==> src/rtl/calc_pkg.sv <==
// Shared opcode constants and controller state encoding for the calculator sequencer.
package calc_pkg;

  localparam logic [2:0] OP_ADD = 3'b000;
  localparam logic [2:0] OP_SUB = 3'b001;
  localparam logic [2:0] OP_MUL = 3'b010;
  localparam logic [2:0] OP_DIV = 3'b011;
  localparam logic [2:0] OP_AND = 3'b100;
  localparam logic [2:0] OP_OR  = 3'b101;
  localparam logic [2:0] OP_XOR = 3'b110;
  localparam logic [2:0] OP_CLR = 3'b111;

  typedef enum logic [2:0] {
    ST_IDLE,
    ST_LATCH,
    ST_START,
    ST_WAIT,
    ST_UPDATE
  } state_t;

endpackage

==> src/rtl/calc_btn_filter.sv <==
// Push-button conditioning: 2-flop synchronizer, optional debounce (CALC_DEBOUNCE_EN),
// and rising-edge detect producing a one-cycle press pulse.
module calc_btn_filter
  import calc_pkg::*;
#(
  parameter int DEB_CYCLES = 20000
) (
  input  logic clk,
  input  logic rst,
  input  logic btn_in,
  output logic press
);

  logic sync1_q;
  logic sync2_q;
  logic level;
  logic level_prev_q;

  always_ff @(posedge clk or posedge rst) begin
    if (rst) begin
      sync1_q <= 1'b0;
      sync2_q <= 1'b0;
    end else begin
      sync1_q <= btn_in;
      sync2_q <= sync1_q;
    end
  end

`ifdef CALC_DEBOUNCE_EN
  localparam int CW = $clog2(DEB_CYCLES + 1);
  localparam logic [CW-1:0] CNT_LAST = CW'(DEB_CYCLES - 1);

  logic [CW-1:0] cnt_q;
  logic [CW-1:0] cnt_d;
  logic          level_q;
  logic          level_d;

  // The counter tracks consecutive samples that disagree with the filtered level;
  // any agreeing sample restarts it.
  always_comb begin
    cnt_d   = '0;
    level_d = level_q;
    if (sync2_q != level_q) begin
      if (cnt_q == CNT_LAST) begin
        level_d = sync2_q;
      end else begin
        cnt_d = cnt_q + CW'(1);
      end
    end
  end

  always_ff @(posedge clk or posedge rst) begin
    if (rst) begin
      cnt_q   <= '0;
      level_q <= 1'b0;
    end else begin
      cnt_q   <= cnt_d;
      level_q <= level_d;
    end
  end

  assign level = level_q;
`else
  assign level = sync2_q;
`endif

  always_ff @(posedge clk or posedge rst) begin
    if (rst) begin
      level_prev_q <= 1'b0;
    end else begin
      level_prev_q <= level;
    end
  end

  assign press = level & ~level_prev_q;

endmodule

==> src/rtl/calc_seq_ctrl.sv <==
// Calculator sequencer: button press latches switches, launches the datapath and
// holds the result. Debounce is enabled by defining CALC_DEBOUNCE_EN.
module calc_seq_ctrl
  import calc_pkg::*;
#(
  parameter int DEB_CYCLES     = 20000,
  parameter int TIMEOUT_CYCLES = 64
) (
  input  logic        clk,
  input  logic        rst,
  input  logic        button,
  input  logic [2:0]  func,
  input  logic [7:0]  num1,
  input  logic [7:0]  num2,
  output logic [7:0]  alu_a,
  output logic [7:0]  alu_b,
  output logic [2:0]  alu_func,
  output logic        alu_start,
  input  logic        alu_done,
  input  logic        alu_err,
  input  logic [31:0] alu_result,
  output logic [31:0] cal_result,
  output logic        button_new,
  output logic        busy,
  output logic        err
);

  localparam int CW = $clog2(TIMEOUT_CYCLES + 1);
  localparam logic [CW-1:0] CNT_TERM = CW'(TIMEOUT_CYCLES - 1);

  logic          press;
  state_t        state_q, state_d;
  logic [7:0]    alu_a_q, alu_a_d;
  logic [7:0]    alu_b_q, alu_b_d;
  logic [2:0]    alu_func_q, alu_func_d;
  logic [31:0]   cal_q, cal_d;
  logic          err_q, err_d;
  logic [CW-1:0] cnt_q, cnt_d;

  calc_btn_filter #(
    .DEB_CYCLES(DEB_CYCLES)
  ) u_btn_filter (
    .clk   (clk),
    .rst   (rst),
    .btn_in(button),
    .press (press)
  );

  // Result and error are registered on the way into UPDATE so the new value is
  // already on cal_result while button_new pulses.
  always_comb begin
    state_d    = state_q;
    alu_a_d    = alu_a_q;
    alu_b_d    = alu_b_q;
    alu_func_d = alu_func_q;
    cal_d      = cal_q;
    err_d      = err_q;
    cnt_d      = cnt_q;
    unique case (state_q)
      ST_IDLE: begin
        if (press) begin
          state_d    = ST_LATCH;
          alu_func_d = func;
          alu_a_d    = num1;
          alu_b_d    = num2;
          err_d      = 1'b0;
        end
      end
      ST_LATCH: begin
        if (alu_func_q == OP_CLR) begin
          state_d = ST_UPDATE;
          cal_d   = '0;
        end else begin
          state_d = ST_START;
        end
      end
      ST_START: begin
        state_d = ST_WAIT;
        cnt_d   = '0;
      end
      ST_WAIT: begin
        // A done on the terminal-count cycle still completes normally.
        if (alu_done) begin
          state_d = ST_UPDATE;
          if (alu_err) begin
            err_d = 1'b1;
          end else begin
            cal_d = alu_result;
          end
        end else if (cnt_q == CNT_TERM) begin
          state_d = ST_IDLE;
          err_d   = 1'b1;
        end else begin
          cnt_d = cnt_q + CW'(1);
        end
      end
      ST_UPDATE: begin
        state_d = ST_IDLE;
      end
      default: begin
        state_d = ST_IDLE;
      end
    endcase
  end

  always_ff @(posedge clk or posedge rst) begin
    if (rst) begin
      state_q    <= ST_IDLE;
      alu_a_q    <= '0;
      alu_b_q    <= '0;
      alu_func_q <= '0;
      cal_q      <= '0;
      err_q      <= 1'b0;
      cnt_q      <= '0;
    end else begin
      state_q    <= state_d;
      alu_a_q    <= alu_a_d;
      alu_b_q    <= alu_b_d;
      alu_func_q <= alu_func_d;
      cal_q      <= cal_d;
      err_q      <= err_d;
      cnt_q      <= cnt_d;
    end
  end

  assign alu_a      = alu_a_q;
  assign alu_b      = alu_b_q;
  assign alu_func   = alu_func_q;
  assign cal_result = cal_q;
  assign err        = err_q;
  assign alu_start  = (state_q == ST_START);
  assign button_new = (state_q == ST_UPDATE);
  assign busy       = (state_q != ST_IDLE);

endmodule
==> config.mk <==
export PLATFORM = sky130hd
export DESIGN_NAME = calc_seq_ctrl
export DESIGN_NICKNAME = d
export VERILOG_FILES = /design/src/rtl/calc_pkg.sv /design/src/rtl/calc_btn_filter.sv /design/src/rtl/calc_seq_ctrl.sv
export SDC_FILE = /design/constraint.sdc
export NUM_CORES = 1
export LEC_CHECK = 0
export BUFFER_PORTS_ARGS = -buffer_cell sky130_fd_sc_hd__buf_2
export CAP_MARGIN = 10
export CORE_UTILIZATION = 50
export DETAILED_ROUTE_END_ITERATION = 7
export PLACE_DENSITY = 0.91
export SYNTH_ARGS = -nofsm -noshare
export SYNTH_HDL_FRONTEND = slang
export SYNTH_SLANG_ARGS = --single-unit
==> constraint.sdc <==
create_clock -name clk -period 4.1 [get_ports clk]
set_input_delay 0.615 -clock clk [delete_from_list [all_inputs] [get_ports clk]]
set_output_delay 0.615 -clock clk [all_outputs]
set_load 0.02 [all_outputs]
== Yosys cells after proc, flatten, opt, wreduce, memory -nomap -nowiden ==
Index checks and enable logic that the tools add are counted.

* Bits of input ports: 56
* Output and inout port bits: 55
* Bits in registers: 65

* Bitwise operators: 2
* Muxes and demuxes: 17
* $add $sub $neg: 1
* Equality and inequality tests: 14
* Reductions and logical operators: 10

{| class="wikitable"
|+ Operator list
! kind !! number
|-
| two-way mux 32 bit || 3
|-
| one-hot mux 32 bit (2 select lines) || 1
|-
| two-way mux 7 bit || 2
|-
| one-hot mux 7 bit (2 select lines) || 1
|-
| two-way mux 3 bit || 4
|-
| inequality test 2 bit (second input constant) || 6
|-
| one-hot mux 3 bit (4 select lines) || 1
|-
| AND reduction 4 bit || 2
|-
| adder 7 x 1 -> 7 bit (second input constant) || 1
|-
| == test 7 x 6 -> 1 bit (second input constant) || 1
|-
| == test 3 x 2 -> 1 bit (second input constant) || 2
|-
| == test 3 bit (second input constant) || 2
|-
| inequality test 3 bit (second input constant) || 2
|-
| nonzero test 2 bit || 3
|-
| two-way mux 1 bit || 4
|-
| AND reduction 2 bit || 2
|-
| == test 3 x 1 -> 1 bit (second input constant) || 1
|-
| zero test 3 bit || 1
|-
| AND reduction 3 bit || 1
|-
| nonzero test 3 bit || 1
|-
| one-hot mux 1 bit (2 select lines) || 1
|-
| AND 1 bit || 1
|-
| NOT 1 bit || 1
|}

== Longest topological paths before layout ==
Gate-level depths: netlist of run 1.

* Word-level depth: 4
* Mapped depth: 6

== By module ==
A second synthesis of run 1 with hierarchy kept.

* Cell total of the unflattened synthesis: 246
* Area total of the unflattened synthesis: 2727.6 sq um

{| class="wikitable"
|+ Modules (own cells, without submodules)
! module !! area an instance (sq um) !! times used !! cells an instance
|-
| calc_seq_ctrl || 2635.0 || 1 || 241
|-
| calc_btn_filter || 92.6 || 1 || 5
|}

== Worst setup path before layout of run 1 ==
No wires, ideal clock.

* Path kind: register to output
* Start point: register state_q[0]
* End point: output button_new
* Path buffers: 1
* Data required time: 3.485 ns
* Data arrival time: 1.102 ns
* Cell stages (with the launch flop): 3
* Slack: 2.383 ns
* Cell sequence: dfrtp_1 clkbuf_1 nor3b_1

* Cells in the longest elaborated chain, start to end: 1

{| class="wikitable"
|+ Ends and longest elaborated chain
! element !! RTL line !! source
|-
| start: declaration || calc_seq_ctrl.sv:32 || <nowiki>state_t state_q, state_d;</nowiki>
|-
| start signal: assignment || calc_seq_ctrl.sv:116 || <nowiki>state_q <= state_d;</nowiki>
|-
| == test 3 bit || calc_seq_ctrl.sv:132 || <nowiki>assign button_new = (state_q == ST_UPDATE);</nowiki>
|-
| end: declaration || calc_seq_ctrl.sv:23 || <nowiki>output logic button_new,</nowiki>
|}

No other way between the ends.

== Final worst setup path of run 1 ==
* Start point: register state_q[0]
* End point: register cal_q[23], in the netlist cal_result[23]

* Cells in the longest elaborated chain, start to end: 3
* Elaborated cells between the ends (all ways): 8

{| class="wikitable"
|+ Ends and longest elaborated chain
! element !! RTL line !! source
|-
| == test 3 x 1 -> 1 bit or == test 3 x 2 -> 1 bit (tied branches) || calc_seq_ctrl.sv:59 || <nowiki>unique case (state_q)</nowiki>
|-
| inequality test 2 bit (no line) or nonzero test 2 bit (tied branches) || -- ||
|-
| AND reduction 4 bit (no line) || -- ||
|-
| end signal: assignment || calc_seq_ctrl.sv:120 || <nowiki>cal_q <= cal_d;</nowiki>
|-
| end: declaration || calc_seq_ctrl.sv:36 || <nowiki>logic [31:0] cal_q, cal_d;</nowiki>
|}

Parallel ways exist; a longest one is shown, timed or not.
A chain may end at the register's enable or synchronous reset.

==> metrics, run 1 <==
root buf cell clkbuf_8; total track usage 22.0%; Pins Over Slew Limit 0; CTS sink cnt 65; Mapped Area 2700 sq um; Critical Path AT 2.39 ns; antenna violations before repair 0; Clock Latency Late Sink 0.33 ns; Yosys reg bits 65; Area growth syn-to-layout 29.8%; die height 75.5 um; Critical Path End Type flop; via/cell ratio 5.07; Total Die Area 5700 sq um; Final GP Congestion 0.796; PostCTS Resize Cnt 0; Layout fillers 409; # hold bufs at CTS 0; CP required 4.34 ns; pwr dens 786 nW/um^2; I/O pin total 111; via count 2204; WL final 5700 um; Post-CTS Setup Bufs 0; TritonCTS Buffers 9; synth unique cells 32; RSZ-0062 raised after global routing no; drt pass-1 iters 4; diode count 0; slew margin rel. 42.4%; Max VDD drop 0.476 mV; Final ANT Viol Nets 0; design area 3500 sq um; Detail Placement HPWL 4050 um; core area 5140 sq um; nets 417; max_cap viols 0; worst min path class flop to flop; Seq/Total Area, Yosys 60.2%; f_max 466 MHz; clock-pin slew on the worst setup and hold paths 0.07 ns; Max Root-Sink Buffers 2; global-route wire length before repair 9150 um; final hold violation count 0; synth warn 0; Cell Rows 26; commonest non-fill, non-tap cell in the layout buf_2; share of cells above drive strength 1 41.4%; Pleak 1.73 nW; final setup margin 1.95 ns; Starting Density 52.5%; kind of critical path flop to flop; fin crit period 2.15 ns; final setup TNS 0 ns; Detailed Route Iter0 Violations 122; Final Instance Count excl. Fillers 435; worst-margin pin slew 0.863 ns; vias in the first global route 2088; Syn Area/Cell 10.8 sq um; # DRC 0; Placed Cells 418; Crit Path Max Fanout 46; syn nets 307; grt ovf 0; clock skew 0.00866 ns; Clock H-tree levels 3; endpoints failing setup 0; pre-CTS WS 1.91 ns; CTS tree built; Syn Inst Count 250; Period Utilization, post-route 52.4%; largest net degree at the start of global routing 47; status complete, no violations; Die W 75.5 um; DP Area 3270 sq um; Port Buf Inserts 110; most frequent cells in the layout 110 x buf_2, 65 x dfrtp_1, 38 x o21ai_0; Setup crit start kind flop; WL/cell 13.1 um
## cell families (layout without fill, tap and decap cells)
kind of cell,count (synthesis),after routing,share of synthesized area [%]
flip-flops,65,65,60.2
AO/OA/AOI/OAI,51,51,10.7
multiplexers,19,19,7.92
buffers and inverters,48,163,7.65
AND/OR/NAND/NOR,66,66,13.0
adder cells (fa/ha/maj),1,1,0.463
## routing by layer
layer | wire (um) | track usage (%) | up-vias
met4 | 93 | 9.88 | 0
met1 | 2380 | 26.6 | 1050
met3 | 304 | 5.69 | 8
met5 | 0 | 0 | -
met2 | 2920 | 37.3 | 79
li1 | - | - | 1067
## power breakdown
part / switching, mW / internal [mW] / leakage, nW / total, mW
logic: 0.703 / 0.404 / 0.784 / 1.11
registers: 0.170 / 0.910 / 0.841 / 1.08
clock network: 0.238 / 0.330 / 0.105 / 0.567
total: 1.11 / 1.64 / 1.73 / 2.75
## sequential cells by signal, indices dropped and copies added, names as in the netlist, 3 cells and up
signal and count:
alu_func 3, alu_b 8, cal_result 32, cnt_q 7, state_q 3, alu_a 8
## stage by stage
step | hold slack [ns] | power, mW | utilization [%]
3_3_place_gp | 0.334 | 2.15 | 63.7
5_1_grt | 0.367 | 2.94 | 68.2
6_report | 0.357 | 2.75 | 68.2
4_1_cts | 0.359 | 2.77 | 67.9
2_1_floorplan | 0.331 | 1.81 | -
3_5_place_dp | 0.343 | 2.19 | 63.7
## Yosys cell counts
cell	number	share of area [%]
dfrtp_1	65	60
o21ai_0	38	7.0
nand3_1	37	6.9
inv_1	34	4.7
mux2_2	19	7.9
buf_2	7	1.3
nand2_1	7	0.97
o21ai_1	5	0.93
nand2b_1	3	0.70
nor2_1	3	0.42
o31ai_1	3	0.83
and3_1	2	0.46
buf_4	2	0.56
clkbuf_1	2	0.28
clkbuf_2	2	0.37
nor2b_1	2	0.46
nor3_1	2	0.37
nor4_1	2	0.46
or4_1	2	0.56
a21boi_0	1	0.28
a31oi_1	1	0.23
a32o_1	1	0.37
and2_1	1	0.23
buf_6	1	0.42
ha_1	1	0.46
nand3b_1	1	0.28
nand4b_1	1	0.32
nor3b_1	1	0.28
o211ai_1	1	0.28
o22ai_4	1	0.74
or3_1	1	0.23
or3b_4	1	0.42
## layout make-up
cell class	instances	area, sq um	area share [%]
flip-flops and latches	65	1630	46.4
multi-input cells	137	867	24.7
repair buffers	113	581	16.6
clock buffers	12	165	4.71
inverters	34	128	3.64
well taps	70	87.6	2.50
clock inverters	4	50.0	1.43
## path summary, 6_finish.rpt
check	from	endpoint	slack, ns	depth (start not counted)
min	u_btn_filter.sync1_q$_DFF_PP0_	u_btn_filter.level$_DFF_PP0_	0.36	0
max reg2reg	state_q[0]$_DFFE_PP0P_	cal_result[23]$_DFFE_PP0P_	1.95	5
min in group asynchronous	rst	alu_a[3]$_DFFE_PP0P_	0.46	2
max	state_q[0]$_DFFE_PP0P_	cal_result[23]$_DFFE_PP0P_	1.95	5
max in group asynchronous	rst	cal_result[7]$_DFFE_PP0P_	2.80	3
min reg2reg	u_btn_filter.sync1_q$_DFF_PP0_	u_btn_filter.level$_DFF_PP0_	0.36	0
## worst max-delay path, stage by stage (launching register included)
cell	delay, ns
dfrtp_1	0.54
or3b_4	0.45
o22ai_4	0.38
buf_4	0.44
nand3_1	0.13
o21ai_0	0.12
Note: power is estimated with default switching activity, not from simulation.
==> run 2: changes to the inputs <==
Settings changed: ABC_AREA set to 1, CORE_UTILIZATION 50 to 44, PLACE_DENSITY 0.91 to 0.84.
Clock period 4.1 ns to 1.9 ns, I/O delays scaled along.
==> run 2 against run 1 <==
Via count increased by 7.9%. Wire length increased by 11%. Clock power increased by 140%.
==> metrics, run 2 <==
CP peak stage delay 0.47 ns (was 0.54 ns); largest net degree at the start of global routing 43 (was 47); leading cell type by number of instances after synthesis dfrtp_1 (unchanged); Post-synth top flop dfrtp_1 (unchanged); synth unique cells 29 (was 32); worst-margin pin slew 0.559 ns (was 0.863 ns); PostCTS Resize Cnt 0 (unchanged); Seq/Total Area, Yosys 55.5% (was 60.2%); Critical Path End Type output port (was flop); final hold violation count 0 (unchanged); CTS tree built (unchanged); core area 6390 sq um (was 5140 sq um); grt ovf 0 (unchanged); fin crit period 1.59 ns; syn nets 333 (was 307); TritonCTS Buffers 9 (unchanged); master of the slowest instance on the critical path dfrtp_1 (unchanged); Detail Placement HPWL 4370 um (was 4050 um); via count 2378 (was 2204); Period Utilization, post-route 83.8%; Area growth syn-to-layout 27.6% (was 29.8%); status complete, no violations (unchanged); die height 83.6 um (was 75.5 um); CP Buf/Inv Count 2 (was 1); WL/cell 13.4 um (was 13.1 um); ranking of synthesized cells by area dfrtp_1 55%, nand3_1 11%, nand2_1 7.8% (was dfrtp_1 60%, mux2_2 7.9%, o21ai_0 7.0%); pwr dens 1520 nW/um^2 (was 786 nW/um^2); share of cells above drive strength 1 43.4% (was 41.4%); diode count 0 (unchanged); Final Instance Count excl. Fillers 471 (was 435); Cell Rows 29 (was 26); Total Die Area 6990 sq um (was 5700 sq um); final setup TNS 0 ns (unchanged); hold_sp button (was u_btn_filter.sync1_q$_DFF_PP0_); Die W 83.6 um (was 75.5 um); kind of critical path flop to output port (was flop to flop); root buf cell clkbuf_8 (unchanged); Detailed Route Iter0 Violations 175 (was 122); CP cell instances nor2_4, nand2_1, inv_1, buf_2 (was or3b_4, o22ai_4, buf_4, nand3_1, o21ai_0); number of flops mapped to enable cells by yosys 0 (unchanged); Yosys reg bits 65 (unchanged); synth warn 0 (unchanged); total track usage 19.3% (was 22.0%); Clock H-tree levels 3 (unchanged); endpoints failing setup 0 (unchanged); slew margin rel. 62.6% (was 42.4%); RSZ-0062 raised after global routing no (unchanged); Setup crit start kind flop (unchanged); Hold EP u_btn_filter.sync1_q$_DFF_PP0_ (was u_btn_filter.level$_DFF_PP0_); Final GP Congestion 0.808 (was 0.796); commonest non-fill, non-tap cell in the layout buf_2 (unchanged); Cells on Worst Hold Path 1 (was 0); Max Root-Sink Buffers 2 (unchanged); Pleak 2.08 nW (was 1.73 nW); reg2reg end cnt_q[3]$_DFFE_PP0P_ (was cal_result[23]$_DFFE_PP0P_); vias in the first global route 2307 (was 2088); f_max 628 MHz; nets 446 (was 417); # DRC 0 (unchanged); Critical Path AT 1.31 ns (was 2.39 ns); antenna violations before repair 0 (unchanged); worst min path class primary input to flop (was flop to flop); clock skew 0.00733 ns (was 0.00866 ns); Pins Over Slew Limit 0 (unchanged); Crit Path Max Fanout 4 (was 46); Commonest cells post-synth 65 x dfrtp_1, 63 x nand3_1, 61 x nand2_1, 11 x nand3_2, 10 x mux2_4 (was 65 x dfrtp_1, 38 x o21ai_0, 37 x nand3_1, 34 x inv_1, 19 x mux2_2); drt pass-1 iters 4 (unchanged); CP required 1.62 ns (was 4.34 ns); CP top delay family flip-flops (was simple AND/OR/NAND/NOR gates); global-route wire length before repair 10700 um (was 9150 um); Placed Cells 454 (was 418); fin util 58.6% (was 68.2%); Final ANT Viol Nets 0 (unchanged); r2r worst-path depth 8 (was 5); via/cell ratio 5.05 (was 5.07); clock-pin slew on the worst setup and hold paths 0.07 ns (about the same); CTS sink cnt 65 (unchanged); most frequent cells in the layout 110 x buf_2, 65 x dfrtp_1, 63 x nand3_1 (was 110 x buf_2, 65 x dfrtp_1, 38 x o21ai_0); top cell type by total area after synthesis dfrtp_1 (unchanged); max reg flops 32 (unchanged); Port Buf Inserts 110 (unchanged); reg-to-reg slack, setup 0.32 ns (was 1.95 ns); I/O pin total 111 (unchanged); max_cap viols 0 (unchanged); worst r2r src cnt_q[0]$_DFFE_PP0P_ (was state_q[0]$_DFFE_PP0P_); Mapped Area 2930 sq um (was 2700 sq um); Starting Density 45.9% (was 52.5%); top cell type's share of synthesized area 55.5% (was 60.2%); Syn Area/Cell 10.6 sq um (was 10.8 sq um); hold slack 0.0481 ns (was 0.357 ns); asr flop ratio synth 100% (unchanged); WL final 6330 um (was 5700 um); Syn Inst Count 276 (was 250); Clock Latency Late Sink 0.34 ns (was 0.33 ns); Max VDD drop 1.01 mV (was 0.476 mV)
[run 2: changes by cell type after synthesis, moves of 10 or more]
cell / before / now
nand3_1: 37 / 63
mux2_4: 0 / 10
nand2_1: 7 / 61
nand3_2: 0 / 11
inv_1: 34 / 9
mux2_2: 19 / 9
o21ai_0: 38 / 5
[run 2: cell type report]
class | count | area (sq um)
Clock buffer | 12 | 155
Multi-Input combinational cell | 187 | 1140
Inverter | 10 | 41.3
Fill cell | 526 | 2650
Tap cell | 77 | 96.3
Timing Repair Buffer | 116 | 611
Clock inverter | 4 | 75.1
Sequential cell | 65 | 1630
[run 2: per-stage QoR]
stage / worst slack, ns / instance area (sq um) / power [mW]
floorplan: 0.564 / 2940 / 3.77
global placement: 0.424 / 3500 / 4.33
detailed placement: 0.340 / 3500 / 4.38
CTS: 0.286 / 3740 / 5.75
global route: 0.190 / 3740 / 6.04
finish: 0.308 / 3740 / 5.69
[run 2: worst max-delay path by stage]
stage | startpoint | end | slack [ns] | cells after the start
floorplan | state_q[0]$_DFFE_PP0P_ | alu_a[0]$_DFFE_PP0P_ | 0.56 | 4
global placement | state_q[2]$_DFFE_PP0P_ | cal_result[11]$_DFFE_PP0P_ | 0.42 | 7
detailed placement | state_q[2]$_DFFE_PP0P_ | cal_result[12]$_DFFE_PP0P_ | 0.34 | 7
CTS | state_q[0]$_DFFE_PP0P_ | alu_start | 0.29 | 4
global route | state_q[2]$_DFFE_PP0P_ | cal_result[29]$_DFFE_PP0P_ | 0.19 | 7
finish | state_q[2]$_DFFE_PP0P_ | alu_start | 0.31 | 4
[run 2: power breakdown]
| group | internal [mW] | switching (mW) | leakage, nW | total [mW] |
|---|---|---|---|---|
| combinational | 0.840 | 1.42 | 1.13 | 2.26 |
| clock | 0.811 | 0.529 | 0.109 | 1.34 |
| sequential | 1.82 | 0.280 | 0.840 | 2.10 |
| total | 3.47 | 2.23 | 2.08 | 5.69 |
[run 2: repair_timing]
action	in CTS	in global routing
endpoints found under the hold margin	21	0
setup buffers	0	0
hold buffers	1	0
[run 2: cells by family after synthesis]
group           after synthesis  synth area share, %
compound gates                7                 1.37
xor+xnor                      2                0.598
fa+ha+maj                     1                0.427
buf+inv                      24                 5.76
flops                        65                 55.5
mux                          19                 8.58
simple gates                158                 27.8
[run 2: layer usage]
layer,vias up,share of wire (%),track usage [%],routed length (um)
li1,1152,-,-,-
met1,1111,44,23.9,2810
met2,101,46,30.5,2920
met3,14,7.3,6.13,462
met4,0,2.1,9.24,134
met5,-,0,0,0
==> run 3: changes to the inputs <==
Settings changed: CORE_UTILIZATION 44 to 49, PLACE_DENSITY 0.84 to 0.88.
Clock period 1.9 ns to 1.6 ns, I/O delays scaled along.
==> run 3 against run 2 <==
Utilization rose by 8.2 points. Clock skew rose by 0.0039 ns. Final area rose by 0.64%. Largest power group unchanged.
==> metrics, run 3 (synthesized netlist as in run 2, its figures left out) <==
Cells on Worst Hold Path 1 (unchanged); final hold violation count 0 (unchanged); die height 79.4 um (was 83.6 um); final setup TNS 0 ns (unchanged); fin util 66.7% (was 58.6%); reg2reg end alu_func[0]$_DFFE_PP0P_ (was cnt_q[3]$_DFFE_PP0P_); Area growth syn-to-layout 28.4% (was 27.6%); antenna violations before repair 0 (unchanged); RSZ-0062 raised after global routing no (unchanged); most frequent cells in the layout 110 x buf_2, 63 x nand3_1, 63 x dfrtp_1 (was 110 x buf_2, 65 x dfrtp_1, 63 x nand3_1); Layout fillers 457 (was 526); WL final 6410 um (was 6330 um); hold_sp button (unchanged); root buf cell clkbuf_8 (unchanged); Pleak 2.08 nW (about the same); Setup crit start kind flop (unchanged); WL/cell 13.7 um (was 13.4 um); worst min path class primary input to flop (unchanged); kind of critical path flop to output port (unchanged); vias in the first global route 2403 (was 2307); core area 5640 sq um (was 6390 sq um); f_max 662 MHz; CP peak stage delay 0.46 ns (was 0.47 ns); master of the slowest instance on the critical path dfrtp_2 (was dfrtp_1); Final GP Congestion 0.790 (was 0.808); Pins Over Slew Limit 0 (unchanged); slew margin rel. 77.7% (was 62.6%); endpoints failing setup 0 (unchanged); r2r worst-path depth 4 (was 8); Total Die Area 6300 sq um (was 6990 sq um); drt pass-1 iters 4 (unchanged); grt ovf 0 (unchanged); CP required 1.36 ns (was 1.62 ns); via/cell ratio 5.20 (was 5.05); max_cap viols 0 (unchanged); Critical Path End Type output port (unchanged); Die W 79.4 um (was 83.6 um); Detailed Route Iter0 Violations 149 (was 175); Detail Placement HPWL 4390 um (was 4370 um); Period Utilization, post-route 94.4%; CTS tree built (unchanged); Crit Path Max Fanout 4 (unchanged); status complete, no violations (unchanged); total track usage 22.3% (was 19.3%); clock skew 0.0112 ns (was 0.00733 ns); Clock Latency Late Sink 0.34 ns (about the same); CP top delay family flip-flops (unchanged); Starting Density 52.0% (was 45.9%); # DRC 0 (unchanged); TritonCTS Buffers 9 (unchanged); via count 2428 (was 2378); CP Buf/Inv Count 2 (unchanged); Port Buf Inserts 110 (unchanged); Hold EP u_btn_filter.sync1_q$_DFF_PP0_ (unchanged); worst r2r src state_q[2]$_DFFE_PP0P_ (was cnt_q[0]$_DFFE_PP0P_); Clock H-tree levels 3 (unchanged); Max VDD drop 1.09 mV (was 1.01 mV); max reg flops 32 (unchanged); reg-to-reg slack, setup 0.09 ns (was 0.32 ns); worst-margin pin slew 0.334 ns (was 0.559 ns); Final ANT Viol Nets 0 (unchanged); fin crit period 1.51 ns; CP cell instances nor2_4, nand2_1, inv_1, buf_2 (unchanged); Pwr Total 6.81 mW (was 5.69 mW); diode count 0 (unchanged); largest net degree at the start of global routing 66 (was 43); Cell Rows 27 (was 29); clock-pin slew on the worst setup and hold paths 0.07 ns (about the same); share of cells above drive strength 1 43.8% (was 43.4%); CTS sink cnt 65 (unchanged); Critical Path AT 1.27 ns (was 1.31 ns); I/O pin total 111 (unchanged); commonest non-fill, non-tap cell in the layout buf_2 (unchanged); pwr dens 1810 nW/um^2 (was 1520 nW/um^2); nets 447 (was 446); Max Root-Sink Buffers 2 (unchanged); global-route wire length before repair 10600 um (was 10700 um)
[run 3: cell type report]
class	count	area [sq um]	area share (%)
multi-input cells	187	1150	30.5
well taps	72	90.1	2.39
clock inverters	5	80.1	2.13
flip-flops and latches	65	1630	43.3
inverters	10	41.3	1.10
repair buffers	117	643	17.1
clock buffers	11	131	3.49
[run 3: worst max path at each step]
stage	to	startpoint	cells past startpoint	slack, ns
6_report	alu_start	state_q[2]$_DFFE_PP0P_	4	0.09
5_1_grt	alu_func[0]$_DFFE_PP0P_	state_q[2]$_DFFE_PP0P_	4	0.01
4_1_cts	alu_start	state_q[0]$_DFFE_PP0P_	4	0.04
3_5_place_dp	cal_result[8]$_DFFE_PP0P_	state_q[2]$_DFFE_PP0P_	7	0.08
3_3_place_gp	cal_result[9]$_DFFE_PP0P_	state_q[1]$_DFFE_PP0P_	6	0.16
2_1_floorplan	alu_a[0]$_DFFE_PP0P_	state_q[0]$_DFFE_PP0P_	4	0.26
[run 3: power by group]
group | internal, mW | switching [mW] | total, mW
logic | 1.08 | 1.72 | 2.80
clock network | 0.876 | 0.635 | 1.51
registers | 2.16 | 0.338 | 2.50
[run 3: routing by layer]
layer / up-vias / part of all wire, % / global-route usage (%)
met3: 12 / 8.5 / 6.90
li1: 1153 / - / -
met5: - / 0 / 0
met4: 0 / 1.6 / 9.45
met2: 113 / 47 / 36.6
met1: 1150 / 43 / 26.9
[run 3: what timing repair did]
action	4_1_cts	5_1_grt
gates resized for setup	0	4
endpoints found under the setup margin	0	25
hold buffers	1	0
setup buffers	0	1
endpoints found under the hold margin	27	0
[run 3: per-stage QoR]
step	worst slack [ns]	area (sq um)	std cells	hold WS (ns)
3_3_place_gp	0.156	3510	449	0.336
5_1_grt	0.0147	3760	467	0.00527
6_report	0.0898	3760	467	0.00855
2_1_floorplan	0.264	2940	276	0.271
4_1_cts	0.0370	3730	466	0.000807
3_5_place_dp	0.0766	3510	449	0.340
